`src/rtl/sync_fifo_prog_if.sv`:
```
// sync_fifo_prog_if
//   Handshake bundle for sync_fifo_prog.
//   master: producer/consumer side (drives wr_en, wr_data, rd_en).
//   slave : FIFO side (drives data-out, flags, error pulses, count).
//   Signals: wr_en, wr_data[W], full, afull, overflow,
//            rd_en, rd_data[W], rd_valid, empty, aempty, underflow,
//            count[AW+1].
interface sync_fifo_prog_if #(
  parameter int W     = 8,
  parameter int DEPTH = 16
);
  localparam int AW = $clog2(DEPTH);

  logic          wr_en;
  logic [W-1:0]  wr_data;
  logic          full;
  logic          afull;
  logic          overflow;
  logic          rd_en;
  logic [W-1:0]  rd_data;
  logic          rd_valid;
  logic          empty;
  logic          aempty;
  logic          underflow;
  logic [AW:0]   count;

  modport master (
    output wr_en, wr_data, rd_en,
    input  full, afull, overflow, rd_data, rd_valid, empty, aempty, underflow, count
  );

  modport slave (
    input  wr_en, wr_data, rd_en,
    output full, afull, overflow, rd_data, rd_valid, empty, aempty, underflow, count
  );
endinterface

```
`src/rtl/sync_fifo_prog.sv`:
```
// sync_fifo_prog
//   Single-clock FIFO with programmable almost-full/almost-empty thresholds,
//   occupancy count and registered overflow/underflow pulses.
//   Ports:
//     clk   : clock, all logic on posedge
//     reset : synchronous active-high reset (memory contents are kept)
//     fifo  : sync_fifo_prog_if.slave (write side, read side, flags, count)
//   Build option:
//     SYNC_FIFO_FWFT_EN defined   -> first-word-fall-through read port
//                                    (rd_data = mem[rd_ptr], rd_valid = !empty)
//     SYNC_FIFO_FWFT_EN undefined -> registered read port, 1-cycle latency
module sync_fifo_prog #(
  parameter int W         = 8,
  parameter int DEPTH     = 16,
  parameter int AFULL_TH  = DEPTH - 2,
  parameter int AEMPTY_TH = 2
) (
  input  logic            clk,
  input  logic            reset,
  sync_fifo_prog_if.slave fifo
);
  localparam int AW = $clog2(DEPTH);
  localparam logic [AW:0] DEPTH_C  = DEPTH[AW:0];
  localparam logic [AW:0] AFULL_C  = AFULL_TH[AW:0];
  localparam logic [AW:0] AEMPTY_C = AEMPTY_TH[AW:0];

  logic [W-1:0]  mem [DEPTH];
  logic [AW-1:0] wr_ptr_q, rd_ptr_q;
  logic [AW:0]   count_q, count_d;
  logic          overflow_q, underflow_q;
  logic          full, empty;
  logic          wr_acc, rd_acc;

  // All flags decode from the registered count.
  assign full  = (count_q == DEPTH_C);
  assign empty = (count_q == '0);

  assign wr_acc = fifo.wr_en & ~full;
  assign rd_acc = fifo.rd_en & ~empty;

  always_comb begin
    count_d = count_q;
    case ({wr_acc, rd_acc})
      2'b10:   count_d = count_q + 1'b1;
      2'b01:   count_d = count_q - 1'b1;
      default: count_d = count_q;
    endcase
  end

  // Storage is intentionally not reset.
  always_ff @(posedge clk) begin
    if (wr_acc && !reset) mem[wr_ptr_q] <= fifo.wr_data;
  end

  always_ff @(posedge clk) begin
    if (reset) begin
      wr_ptr_q    <= '0;
      rd_ptr_q    <= '0;
      count_q     <= '0;
      overflow_q  <= 1'b0;
      underflow_q <= 1'b0;
    end else begin
      if (wr_acc) wr_ptr_q <= wr_ptr_q + 1'b1;
      if (rd_acc) rd_ptr_q <= rd_ptr_q + 1'b1;
      count_q     <= count_d;
      overflow_q  <= fifo.wr_en & full;
      underflow_q <= fifo.rd_en & empty;
    end
  end

`ifdef SYNC_FIFO_FWFT_EN
  assign fifo.rd_data  = mem[rd_ptr_q];
  assign fifo.rd_valid = ~empty;
`else
  logic [W-1:0] rd_data_q;
  logic         rd_valid_q;

  always_ff @(posedge clk) begin
    if (reset) begin
      rd_data_q  <= '0;
      rd_valid_q <= 1'b0;
    end else begin
      if (rd_acc) rd_data_q <= mem[rd_ptr_q];
      rd_valid_q <= rd_acc;
    end
  end

  assign fifo.rd_data  = rd_data_q;
  assign fifo.rd_valid = rd_valid_q;
`endif

  assign fifo.full      = full;
  assign fifo.empty     = empty;
  assign fifo.afull     = (count_q >= AFULL_C);
  assign fifo.aempty    = (count_q <= AEMPTY_C);
  assign fifo.overflow  = overflow_q;
  assign fifo.underflow = underflow_q;
  assign fifo.count     = count_q;
endmodule

```
`src/flat_wrapper.sv`:
```
// flat-port wrapper written by rule: the top's interface ports become plain ports
module sync_fifo_prog_flat 
#(
  parameter int W         = 8,
  parameter int DEPTH     = 16,
  parameter int AFULL_TH  = DEPTH - 2,
  parameter int AEMPTY_TH = 2
)
  (clk, reset, fifo_wr_en, fifo_wr_data, fifo_rd_en, fifo_full, fifo_afull, fifo_overflow, fifo_rd_data, fifo_rd_valid, fifo_empty, fifo_aempty, fifo_underflow, fifo_count);
  sync_fifo_prog_if #(.W(W), .DEPTH(DEPTH)) fifo_i ();
  input  logic clk;
  input  logic reset;
  input wire logic [$bits(fifo_i.wr_en)-1:0] fifo_wr_en;
  input wire logic [$bits(fifo_i.wr_data)-1:0] fifo_wr_data;
  input wire logic [$bits(fifo_i.rd_en)-1:0] fifo_rd_en;
  output wire logic [$bits(fifo_i.full)-1:0] fifo_full;
  output wire logic [$bits(fifo_i.afull)-1:0] fifo_afull;
  output wire logic [$bits(fifo_i.overflow)-1:0] fifo_overflow;
  output wire logic [$bits(fifo_i.rd_data)-1:0] fifo_rd_data;
  output wire logic [$bits(fifo_i.rd_valid)-1:0] fifo_rd_valid;
  output wire logic [$bits(fifo_i.empty)-1:0] fifo_empty;
  output wire logic [$bits(fifo_i.aempty)-1:0] fifo_aempty;
  output wire logic [$bits(fifo_i.underflow)-1:0] fifo_underflow;
  output wire logic [$bits(fifo_i.count)-1:0] fifo_count;
  assign fifo_i.wr_en = fifo_wr_en;
  assign fifo_i.wr_data = fifo_wr_data;
  assign fifo_i.rd_en = fifo_rd_en;
  assign fifo_full = fifo_i.full;
  assign fifo_afull = fifo_i.afull;
  assign fifo_overflow = fifo_i.overflow;
  assign fifo_rd_data = fifo_i.rd_data;
  assign fifo_rd_valid = fifo_i.rd_valid;
  assign fifo_empty = fifo_i.empty;
  assign fifo_aempty = fifo_i.aempty;
  assign fifo_underflow = fifo_i.underflow;
  assign fifo_count = fifo_i.count;
  sync_fifo_prog #(.W(W), .DEPTH(DEPTH), .AFULL_TH(AFULL_TH), .AEMPTY_TH(AEMPTY_TH)) u_core (.clk(clk), .reset(reset), .fifo(fifo_i));
endmodule
```
`config.mk`:
```
export PLATFORM = sky130hd
export DESIGN_NAME = sync_fifo_prog_flat
export DESIGN_NICKNAME = d
export VERILOG_FILES = /design/src/rtl/sync_fifo_prog_if.sv /design/src/rtl/sync_fifo_prog.sv /design/src/flat_wrapper.sv
export SDC_FILE = /design/constraint.sdc
export NUM_CORES = 1
export LEC_CHECK = 0
export ABC_CLOCK_PERIOD_IN_PS = 8700
export CAP_MARGIN = 25
export CELL_PAD_IN_SITES_DETAIL_PLACEMENT = 1
export CELL_PAD_IN_SITES_GLOBAL_PLACEMENT = 1
export CORE_MARGIN = 10
export CORE_UTILIZATION = 41
export CTS_CLUSTER_DIAMETER = 120
export DETAILED_ROUTE_END_ITERATION = 16
export PLACE_DENSITY_LB_ADDON = 0.1
export REMOVE_ABC_BUFFERS = 1
export SYNTH_ARGS = -nofsm -noshare
export SYNTH_HDL_FRONTEND = slang
export SYNTH_SLANG_ARGS = --single-unit
export TNS_END_PERCENT = 30
```
`constraint.sdc`:
```
create_clock -name clk -period 8.7 [get_ports clk]
set_input_delay 2.175 -clock clk [delete_from_list [all_inputs] [get_ports clk]]
set_output_delay 2.175 -clock clk [all_outputs]
set_load 0.005 [all_outputs]
```
==> impl_metrics.env, run 1 <==
export IMPL_utilization_pct=49.6
export IMPL_cp_arrival_ps=4900
export IMPL_grt_pass1_wl_um=20800
export IMPL_totalWireLength_um=13000
export IMPL_start_util_pct=42.1
export IMPL_gr_total_overflow=0
export IMPL_vias=3126
export IMPL_worstHoldStart="u_core.fifo.rd_data[0]$_SDFFE_PP0N_"
export IMPL_coreArea_um2=14600
export IMPL_hold_class="flop to flop"
export IMPL_yosys_area_top_type="edfxtp_1"
export IMPL_p_per_area_nw_per_um2=274
export IMPL_multi_input_area_um2=1680
export IMPL_grt_use_total_pct=13.8
export IMPL_cts_htree_levels=4
export IMPL_drive_gt1_share_pct=20.4
export IMPL_ys_seq_area_share_pct=70.4
export IMPL_synth_top_area_share_pct=62.5
export IMPL_p_leak_nw=2.32
export IMPL_fmax_mhz=218
export IMPL_crit_reg2reg_launch="u_core.fifo.count[1]$_SDFFE_PP0P_"
export IMPL_finalSetupTns_ps=0
export IMPL_synth_flop_cell="edfxtp_1"
export IMPL_crit_path_end_kind="flop"
export IMPL_worstMarginPinSlew_ps=1100
export IMPL_fp_row_count=44
export IMPL_cts_sinks=152
export IMPL_via_per_inst=5.38
export IMPL_netSwitchingPower_w=0.000521
export IMPL_cts_buffers=17
export IMPL_path_max_fanout=11
export IMPL_synth_most_common_cell="edfxtp_1"
export IMPL_hold_violations=0
export IMPL_synthArstFlopShare_pct=0
export IMPL_route_detailed_wl_per_inst_um=22.4
export IMPL_status="finished clean"
export IMPL_fillCellCount=1320
export IMPL_ant_nets=0
export IMPL_hold_buffers=0
export IMPL_syn_inst=347
export IMPL_startpoint="fifo_wr_en"
export IMPL_netlist_area_um2=6150
export IMPL_cts_resized_gates=0
export IMPL_grt_max_degree=36
export IMPL_port_buffers=31
export IMPL_syn_area_per_cell_um2=17.7
export IMPL_p_sw_share_pct=26.3
export IMPL_fin_nets=404
export IMPL_relSlewSlack_pct=26.4
export IMPL_die_area_um2=20300
export IMPL_drcViolationCount=0
export IMPL_clockBufferDepth=2
export IMPL_firstDrtPassIters=4
export IMPL_layout_min_cycle_time_ps=4590
export IMPL_synth_cell_type_count=45
export IMPL_p_int_w=0.00146
export IMPL_ys_ff_latch=152
export IMPL_seq_area_um2=4330
export IMPL_clk_latency_ps=420
export IMPL_drt_initial_drc_count=163
export IMPL_gp_congestion=0.763
export IMPL_cts_root_buf="clkbuf_16"
export IMPL_synth_area_leaders="edfxtp_1, mux4_2, dfxtp_1, mux2i_1, ha_1"
export IMPL_synth_edff_count=128
export IMPL_min_period_over_period_pct=52.7
export IMPL_yosysWarnings=0
export IMPL_die_height_um=142
export IMPL_syn_to_final_growth_pct=17.7
export IMPL_grt_setup_unrepaired="no"
export IMPL_cts_tree="done"
export IMPL_die_width_um=142
export IMPL_antenna_found_initial=0
export IMPL_final_max_slew_viol_count=0
export IMPL_grt_pass1_vias=3418
export IMPL_ir_worst_vdd_mv=0.140
export IMPL_clkTransAtPathRegs_ps=60
export IMPL_crit_required_ps=9010
export IMPL_fin_ws_ps=4110
export IMPL_worst_setup_path_type="input pin to flop"
export IMPL_setup_viol=0
export IMPL_ioPinCount=32
export IMPL_synth_common_cells="edfxtp_1, mux4_2, nor2_1"
export IMPL_skew_ps=10.9
export IMPL_diodes=0
export IMPL_dpl_worst_slack_ps=3640
export IMPL_critPathLaunchType="input pin"
export IMPL_dp_hpwl_um=8540
export IMPL_combPwrFrac_pct=18.8
export IMPL_seq_power_share_pct=44.2
export IMPL_maxCapViolations=0
export IMPL_clkPwrFrac_pct=36.9
export IMPL_cts_setup_buffers=0
==> final timing paths <==
path         slack [ps]  cells after the start                                   to
max                4110                      9    u_core.fifo.count[4]$_SDFFE_PP0P_
min                 520                      2  u_core.fifo.rd_data[0]$_SDFFE_PP0N_
max reg2reg        5340                      8    u_core.fifo.count[4]$_SDFFE_PP0P_
min reg2reg         520                      2  u_core.fifo.rd_data[0]$_SDFFE_PP0N_
==> kinds of logic (layout without fill, tap and decap cells) <==
logic type / after synthesis / after routing / share of synthesized area [%]
compound gates: 28 / 28 / 3.69
fa+ha+maj: 8 / 8 / 1.63
mux: 52 / 52 / 15.0
simple gates: 71 / 71 / 6.01
flops: 152 / 152 / 70.4
xor+xnor: 7 / 7 / 0.998
buf+inv: 29 / 79 / 2.30
==> per-stage QoR <==
step                      cells  area (um^2)  total power, W  hold WS [ps]
after global routing        581         7230         0.00208           568
after CTS                   580         7230         0.00201           526
final                       581         7230         0.00199           523
after global placement      546         6620         0.00127           493
after floorplan             325         6030         0.00110           472
after detailed placement    548         6630         0.00128           510
==> final cells by class <==
| type | instances | share of cell area [%] |
|---|---|---|
| clock buffers | 19 | 6.26 |
| clock inverters | 13 | 1.97 |
| inverters | 7 | 0.363 |
| multi-input cells | 166 | 23.2 |
| flip-flops and latches | 152 | 59.8 |
| well taps | 184 | 3.18 |
| repair buffers | 40 | 5.19 |
==> layer usage <==
| layer | global-route usage (%) | share of wire (%) |
|---|---|---|
| met1 | 19.3 | 49 |
| met2 | 20.5 | 46 |
| met3 | 3.17 | 4.0 |
| met4 | 5.27 | 1.5 |
| met5 | 0 | 0 |
==> placed cells by master (no fill, tap or decap), drive strengths merged, types with 4 or more instances in the layout <==
cell type      instances
o221ai                 8
clkdlybuf4s50         31
xor2                   4
nor3                   7
clkinv                 4
buf                    9
ha                     8
clkbuf                19
mux2i                 18
nand2                 12
inv                   11
nand3b                 9
dfxtp                 24
nor2                  26
edfxtp               128
mux4                  32
==> worst max-delay path: stages <==
cell             delay (ps)
clkdlybuf4s50_1         550
inv_1                   110
a21oi_1                 320
inv_1                   100
ha_1                    320
ha_1                    390
a31o_2                  260
a221oi_1                310
mux2_2                  370
==> power by group through the flow <==
stage	clock network (W)	logic, W	registers [W]
after floorplan	0	0.000198	0.000901
after global routing	0.000778	0.000416	0.000887
final	0.000733	0.000374	0.000878
after detailed placement	0	0.000381	0.000894
after global placement	0	0.000375	0.000892
after CTS	0.000747	0.000383	0.000879
==> sequential cells by signal, indices dropped and copies added, names as in the netlist <==
signal and cells:
u_core.wr_ptr_q 4, u_core.rd_ptr_q 4, u_core.fifo.count 5, u_core.fifo.overflow 1, u_core.fifo.underflow 1, u_core.mem 128, u_core.fifo.rd_data 8, u_core.fifo.rd_valid 1
(Power assumes the default switching activity.)
==> run 2: changes to the inputs <==
--- a/config.mk
+++ b/config.mk
@@ -5,7 +5,7 @@
 export SDC_FILE = /design/constraint.sdc
 export NUM_CORES = 1
 export LEC_CHECK = 0
-export ABC_CLOCK_PERIOD_IN_PS = 8700
+export ABC_CLOCK_PERIOD_IN_PS = 4600
 export CAP_MARGIN = 25
 export CELL_PAD_IN_SITES_DETAIL_PLACEMENT = 1
 export CELL_PAD_IN_SITES_GLOBAL_PLACEMENT = 1
==> constraint.sdc (replaced) <==
create_clock -name clk -period 4.6 [get_ports clk]
set_input_delay 1.15 -clock clk [delete_from_list [all_inputs] [get_ports clk]]
set_output_delay 1.15 -clock clk [all_outputs]
set_load 0.005 [all_outputs]
==> impl_metrics.env, run 2 (same netlist as run 1, synthesis figures left out) <==
export IMPL_finalSetupTns_ps=0
export IMPL_fillCellCount=1348
export IMPL_layout_min_cycle_time_ps=3560
export IMPL_gr_total_overflow=0
export IMPL_fmax_mhz=281
export IMPL_ioPinCount=32
export IMPL_drive_gt1_share_pct=21.6
export IMPL_vias=3193
export IMPL_stdcell_area_um2=7300
export IMPL_placed_area_um2=6720
export IMPL_grt_use_total_pct=14.0
export IMPL_dp_hpwl_um=8480
export IMPL_ir_worst_vdd_mv=0.303
export IMPL_fin_nets=414
export IMPL_worst_r2r_cell_count=8
export IMPL_antenna_found_initial=0
export IMPL_worst_setup_path_type="input pin to flop"
export IMPL_relSlewSlack_pct=38.2
export IMPL_gp_congestion=0.798
export IMPL_drt_initial_drc_count=239
export IMPL_route_detailed_wl_per_inst_um=22.7
export IMPL_critPathLaunchType="input pin"
export IMPL_maxCapViolations=0
export IMPL_coreArea_um2=14600
export IMPL_cts_sinks=152
export IMPL_path_max_fanout=11
export IMPL_die_width_um=142
export IMPL_ant_nets=0
export IMPL_clockBufferDepth=2
export IMPL_hold_class="flop to flop"
export IMPL_final_max_slew_viol_count=0
export IMPL_layout_commonest_cell="edfxtp_1"
export IMPL_fp_row_count=44
export IMPL_via_per_inst=5.40
export IMPL_drcViolationCount=0
export IMPL_grt_pass1_vias=3510
export IMPL_grt_max_degree=35
export IMPL_setup_viol=0
export IMPL_cts_setup_buffers=0
export IMPL_p_leak_nw=2.37
export IMPL_die_height_um=142
export IMPL_worstMarginPinSlew_ps=923
export IMPL_die_area_um2=20300
export IMPL_clk_latency_ps=420
export IMPL_grt_setup_unrepaired="no"
export IMPL_totalWireLength_um=13400
export IMPL_skew_ps=7.58
export IMPL_cts_tree="done"
export IMPL_cts_root_buf="clkbuf_16"
export IMPL_grt_pass1_wl_um=21200
export IMPL_crit_required_ps=4900
export IMPL_cts_htree_levels=4
export IMPL_cp_arrival_ps=3860
export IMPL_status="finished clean"
export IMPL_cts_buffers=17
export IMPL_hold_buffers=0
export IMPL_diodes=0
export IMPL_crit_path_end_kind="flop"
export IMPL_firstDrtPassIters=6
export IMPL_final_cell_mix="edfxtp_1, mux4_2, clkdlybuf4s50_1, nor2_1, dfxtp_1"
export IMPL_cts_resized_gates=0
export IMPL_start_util_pct=42.1
export IMPL_hold_depth=2
export IMPL_largest_register_ff_count=128
export IMPL_hold_violations=0
export IMPL_min_period_over_period_pct=77.4
export IMPL_p_per_area_nw_per_um2=515
export IMPL_clkTransAtPathRegs_ps=60
export IMPL_syn_to_final_growth_pct=18.8
export IMPL_port_buffers=31
export IMPL_largest_register="u_core.mem"
[run 2: final cells by class]
cell class / instances / area (um^2) / area share (%)
flip-flops and latches: 152 / 4330 / 59.2
multi-input cells: 166 / 1680 / 23.0
repair buffers: 50 / 453 / 6.20
clock buffers: 19 / 433 / 5.93
well taps: 184 / 230 / 3.15
clock inverters: 13 / 155 / 2.12
inverters: 7 / 26.3 / 0.360
[run 2: worst max-delay path, stage by stage]
cell and delay, ps:
clkdlybuf4s50_1 550, inv_1 110, a21oi_1 310, inv_1 100, ha_1 320, ha_1 400, a31o_2 250, a221oi_1 300
mux2_2 360
[run 2: final timing paths]
path / from / to / slack [ps]
setup / recovery: fifo_wr_en / u_core.fifo.count[4]$_SDFFE_PP0P_ / 1040
hold / removal: u_core.fifo.rd_data[2]$_SDFFE_PP0N_ / u_core.fifo.rd_data[2]$_SDFFE_PP0N_ / 520
setup reg to reg: u_core.fifo.count[1]$_SDFFE_PP0P_ / u_core.fifo.count[4]$_SDFFE_PP0P_ / 1270
hold reg to reg: u_core.fifo.rd_data[2]$_SDFFE_PP0N_ / u_core.fifo.rd_data[2]$_SDFFE_PP0N_ / 520
[run 2: report_power, final]
group	switching, W	internal [W]	total, W
registers	0.0000962	0.00157	0.00167
clock network	0.000534	0.000848	0.00138
logic	0.000340	0.000370	0.000710
[run 2: routing by layer]
layer  track usage [%]  share of wire, %  vias to the layer above
li1                  -                 -                     1469
met1              18.6                48                     1681
met2              21.9                48                       31
met3              3.84               2.6                       12
met4              4.53               1.3                        0
met5                 0                 0                        -
[run 2: stage by stage]
step,utilization [%],std cells,total power (W),setup WS (ps),hold WS (ps)
floorplan,-,325,0.00208,1450,472
global placement,46.0,559,0.00241,658,497
detailed placement,46.0,559,0.00242,540,502
CTS,50.1,591,0.00381,1010,519
global route,50.1,591,0.00394,815,560
finish,50.1,591,0.00376,1040,517
==> run 3: changes to the inputs <==
--- a/config.mk
+++ b/config.mk
@@ -5,7 +5,7 @@
 export SDC_FILE = /design/constraint.sdc
 export NUM_CORES = 1
 export LEC_CHECK = 0
-export ABC_CLOCK_PERIOD_IN_PS = 4600
+export ABC_CLOCK_PERIOD_IN_PS = 3500
 export CAP_MARGIN = 25
 export CELL_PAD_IN_SITES_DETAIL_PLACEMENT = 1
 export CELL_PAD_IN_SITES_GLOBAL_PLACEMENT = 1
==> constraint.sdc (replaced) <==
create_clock -name clk -period 3.5 [get_ports clk]
set_input_delay 0.875 -clock clk [delete_from_list [all_inputs] [get_ports clk]]
set_output_delay 0.875 -clock clk [all_outputs]
set_load 0.005 [all_outputs]
==> impl_metrics.env, run 3 (same netlist as run 1, synthesis figures left out) <==
export IMPL_combPwrFrac_pct=19.4
export IMPL_drive_gt1_share_pct=23.8
export IMPL_largest_register_ff_count=128
export IMPL_coreArea_um2=14600
export IMPL_route_detailed_wl_per_inst_um=22.8
export IMPL_finalSetupTns_ps=0
export IMPL_cts_setup_buffers=0
export IMPL_ir_worst_vdd_mv=0.393
export IMPL_gr_total_overflow=0
export IMPL_crit_reg2reg_launch="u_core.fifo.count[1]$_SDFFE_PP0P_"
export IMPL_seq_power_share_pct=41.8
export IMPL_dp_hpwl_um=8660
export IMPL_slowest_stage="or4_4"
export IMPL_cp_num_buf_inv=1
export IMPL_grt_max_degree=34
export IMPL_die_height_um=142
export IMPL_startpoint="u_core.fifo.count[1]$_SDFFE_PP0P_"
export IMPL_cts_buffers=17
export IMPL_grt_setup_unrepaired="no"
export IMPL_dp_cells=568
export IMPL_clk_latency_ps=410
export IMPL_ant_nets=0
export IMPL_path_cells="or4_4 > nor2_1 > clkdlybuf4s50_1"
export IMPL_reg2reg_to="u_core.fifo.count[4]$_SDFFE_PP0P_"
export IMPL_layout_min_cycle_time_ps=2970
export IMPL_gp_congestion=0.731
export IMPL_relSlewSlack_pct=50.1
export IMPL_grt_pass1_vias=3455
export IMPL_port_buffers=31
export IMPL_cts_tree="done"
export IMPL_antenna_found_initial=0
export IMPL_syn_to_final_growth_pct=21.4
export IMPL_critPathLaunchType="flop"
export IMPL_firstDrtPassIters=4
export IMPL_hold_violations=0
export IMPL_cts_resized_gates=0
export IMPL_largest_register="u_core.mem"
export IMPL_diodes=0
export IMPL_cp_arrival_ps=2100
export IMPL_clkPwrFrac_pct=38.9
export IMPL_p_per_area_nw_per_um2=701
export IMPL_worstHoldStart="u_core.fifo.rd_data[2]$_SDFFE_PP0N_"
export IMPL_p_int_w=0.00392
export IMPL_drt_initial_drc_count=279
export IMPL_worst_path_stages=3
export IMPL_skew_ps=7.98
export IMPL_whs_endpoint="u_core.fifo.rd_data[2]$_SDFFE_PP0N_"
export IMPL_crit_required_ps=2620
export IMPL_worst_setup_path_type="flop to primary output"
export IMPL_drcViolationCount=0
export IMPL_vias=3260
export IMPL_fin_cells=600
export IMPL_maxCapViolations=0
export IMPL_via_per_inst=5.43
export IMPL_clockBufferDepth=2
export IMPL_layout_commonest_cell="edfxtp_1"
export IMPL_cts_root_buf="clkbuf_16"
export IMPL_totalWireLength_um=13700
export IMPL_hold_depth=2
export IMPL_ioPinCount=32
export IMPL_grt_use_total_pct=14.3
export IMPL_routed_top_layer="met4"
export IMPL_clkTransAtPathRegs_ps=60
export IMPL_fin_nets=423
export IMPL_wl_met1_um=6570
export IMPL_fmax_mhz=336
export IMPL_p_sw_share_pct=24.9
export IMPL_wl_met3_um=532
export IMPL_final_max_slew_viol_count=0
export IMPL_path_max_fanout=12
export IMPL_cts_htree_levels=4
export IMPL_hold_buffers=0
export IMPL_die_area_um2=20300
export IMPL_worst_r2r_cell_count=8
export IMPL_holdWs_ps=522
export IMPL_rrSetupSlack_ps=530
export IMPL_cts_sinks=152
export IMPL_fillCellCount=1340
export IMPL_worstMarginPinSlew_ps=748
export IMPL_fp_row_count=44
export IMPL_crit_path_end_kind="primary output"
export IMPL_start_util_pct=42.1
export IMPL_netSwitchingPower_w=0.00130
export IMPL_hold_class="flop to flop"
export IMPL_die_width_um=142
export IMPL_path_delay_family="simple AND/OR/NAND/NOR gates"
export IMPL_grt_pass1_wl_um=21400
export IMPL_final_cell_mix="edfxtp_1, mux4_2, clkdlybuf4s50_1, buf_4, nor2_1"
export IMPL_p_leak_nw=2.46
export IMPL_status="finished clean"
export IMPL_setup_viol=0
export IMPL_wl_met2_um=6440
export IMPL_min_period_over_period_pct=85.0
export IMPL_slowest_delay_ps=620
export IMPL_utilization_pct=51.1
==> run 3: power by group through the flow <==
| stage | logic, W | clock network [W] | registers [W] |
|---|---|---|---|
| 2_1_floorplan | 0.000493 | 0 | 0.00224 |
| 3_3_place_gp | 0.00101 | 0 | 0.00222 |
| 4_1_cts | 0.00103 | 0.00208 | 0.00219 |
| 3_5_place_dp | 0.00103 | 0 | 0.00222 |
| 6_report | 0.00101 | 0.00203 | 0.00218 |
| 5_1_grt | 0.00111 | 0.00215 | 0.00220 |
==> run 3: metrics by stage <==
stage | setup slack [ps] | total power, W | area [um^2]
finish | 526 | 0.00523 | 7460
global route | 377 | 0.00547 | 7460
CTS | 500 | 0.00529 | 7460
detailed placement | 73.2 | 0.00325 | 6800
global placement | 205 | 0.00323 | 6800
floorplan | 504 | 0.00273 | 6030
==> run 3: layout make-up <==
type | count | area (um^2) | share of cell area, %
repair buffers | 59 | 533 | 7.15
inverters | 7 | 26.3 | 0.352
well taps | 184 | 230 | 3.09
multi-input cells | 166 | 1680 | 22.5
clock inverters | 10 | 190 | 2.55
flip-flops and latches | 152 | 4330 | 58.0
clock buffers | 22 | 474 | 6.36
==> run 3: how the worst max path moves through the flow <==
stage	end
floorplan	u_core.fifo.count[4]$_SDFFE_PP0P_
global placement	u_core.fifo.count[4]$_SDFFE_PP0P_
detailed placement	u_core.fifo.count[4]$_SDFFE_PP0P_
CTS	fifo_empty
global route	u_core.fifo.count[4]$_SDFFE_PP0P_
finish	fifo_empty
==> run 3: metal layers <==
metal / vias up / global-route usage [%]
met3: 13 / 3.81
met4: 0 / 4.79
met1: 1715 / 19.6
met5: - / 0
met2: 44 / 21.4
li1: 1488 / -
==> run 3: worst reg2reg max path: cells and delay by family, from the launching register on <==
kind,cells,cell delay [ps]
compound gates,3,730
flops,1,440
mux,1,360
fa+ha+maj,2,620
simple gates,1,620
buf+inv,1,80
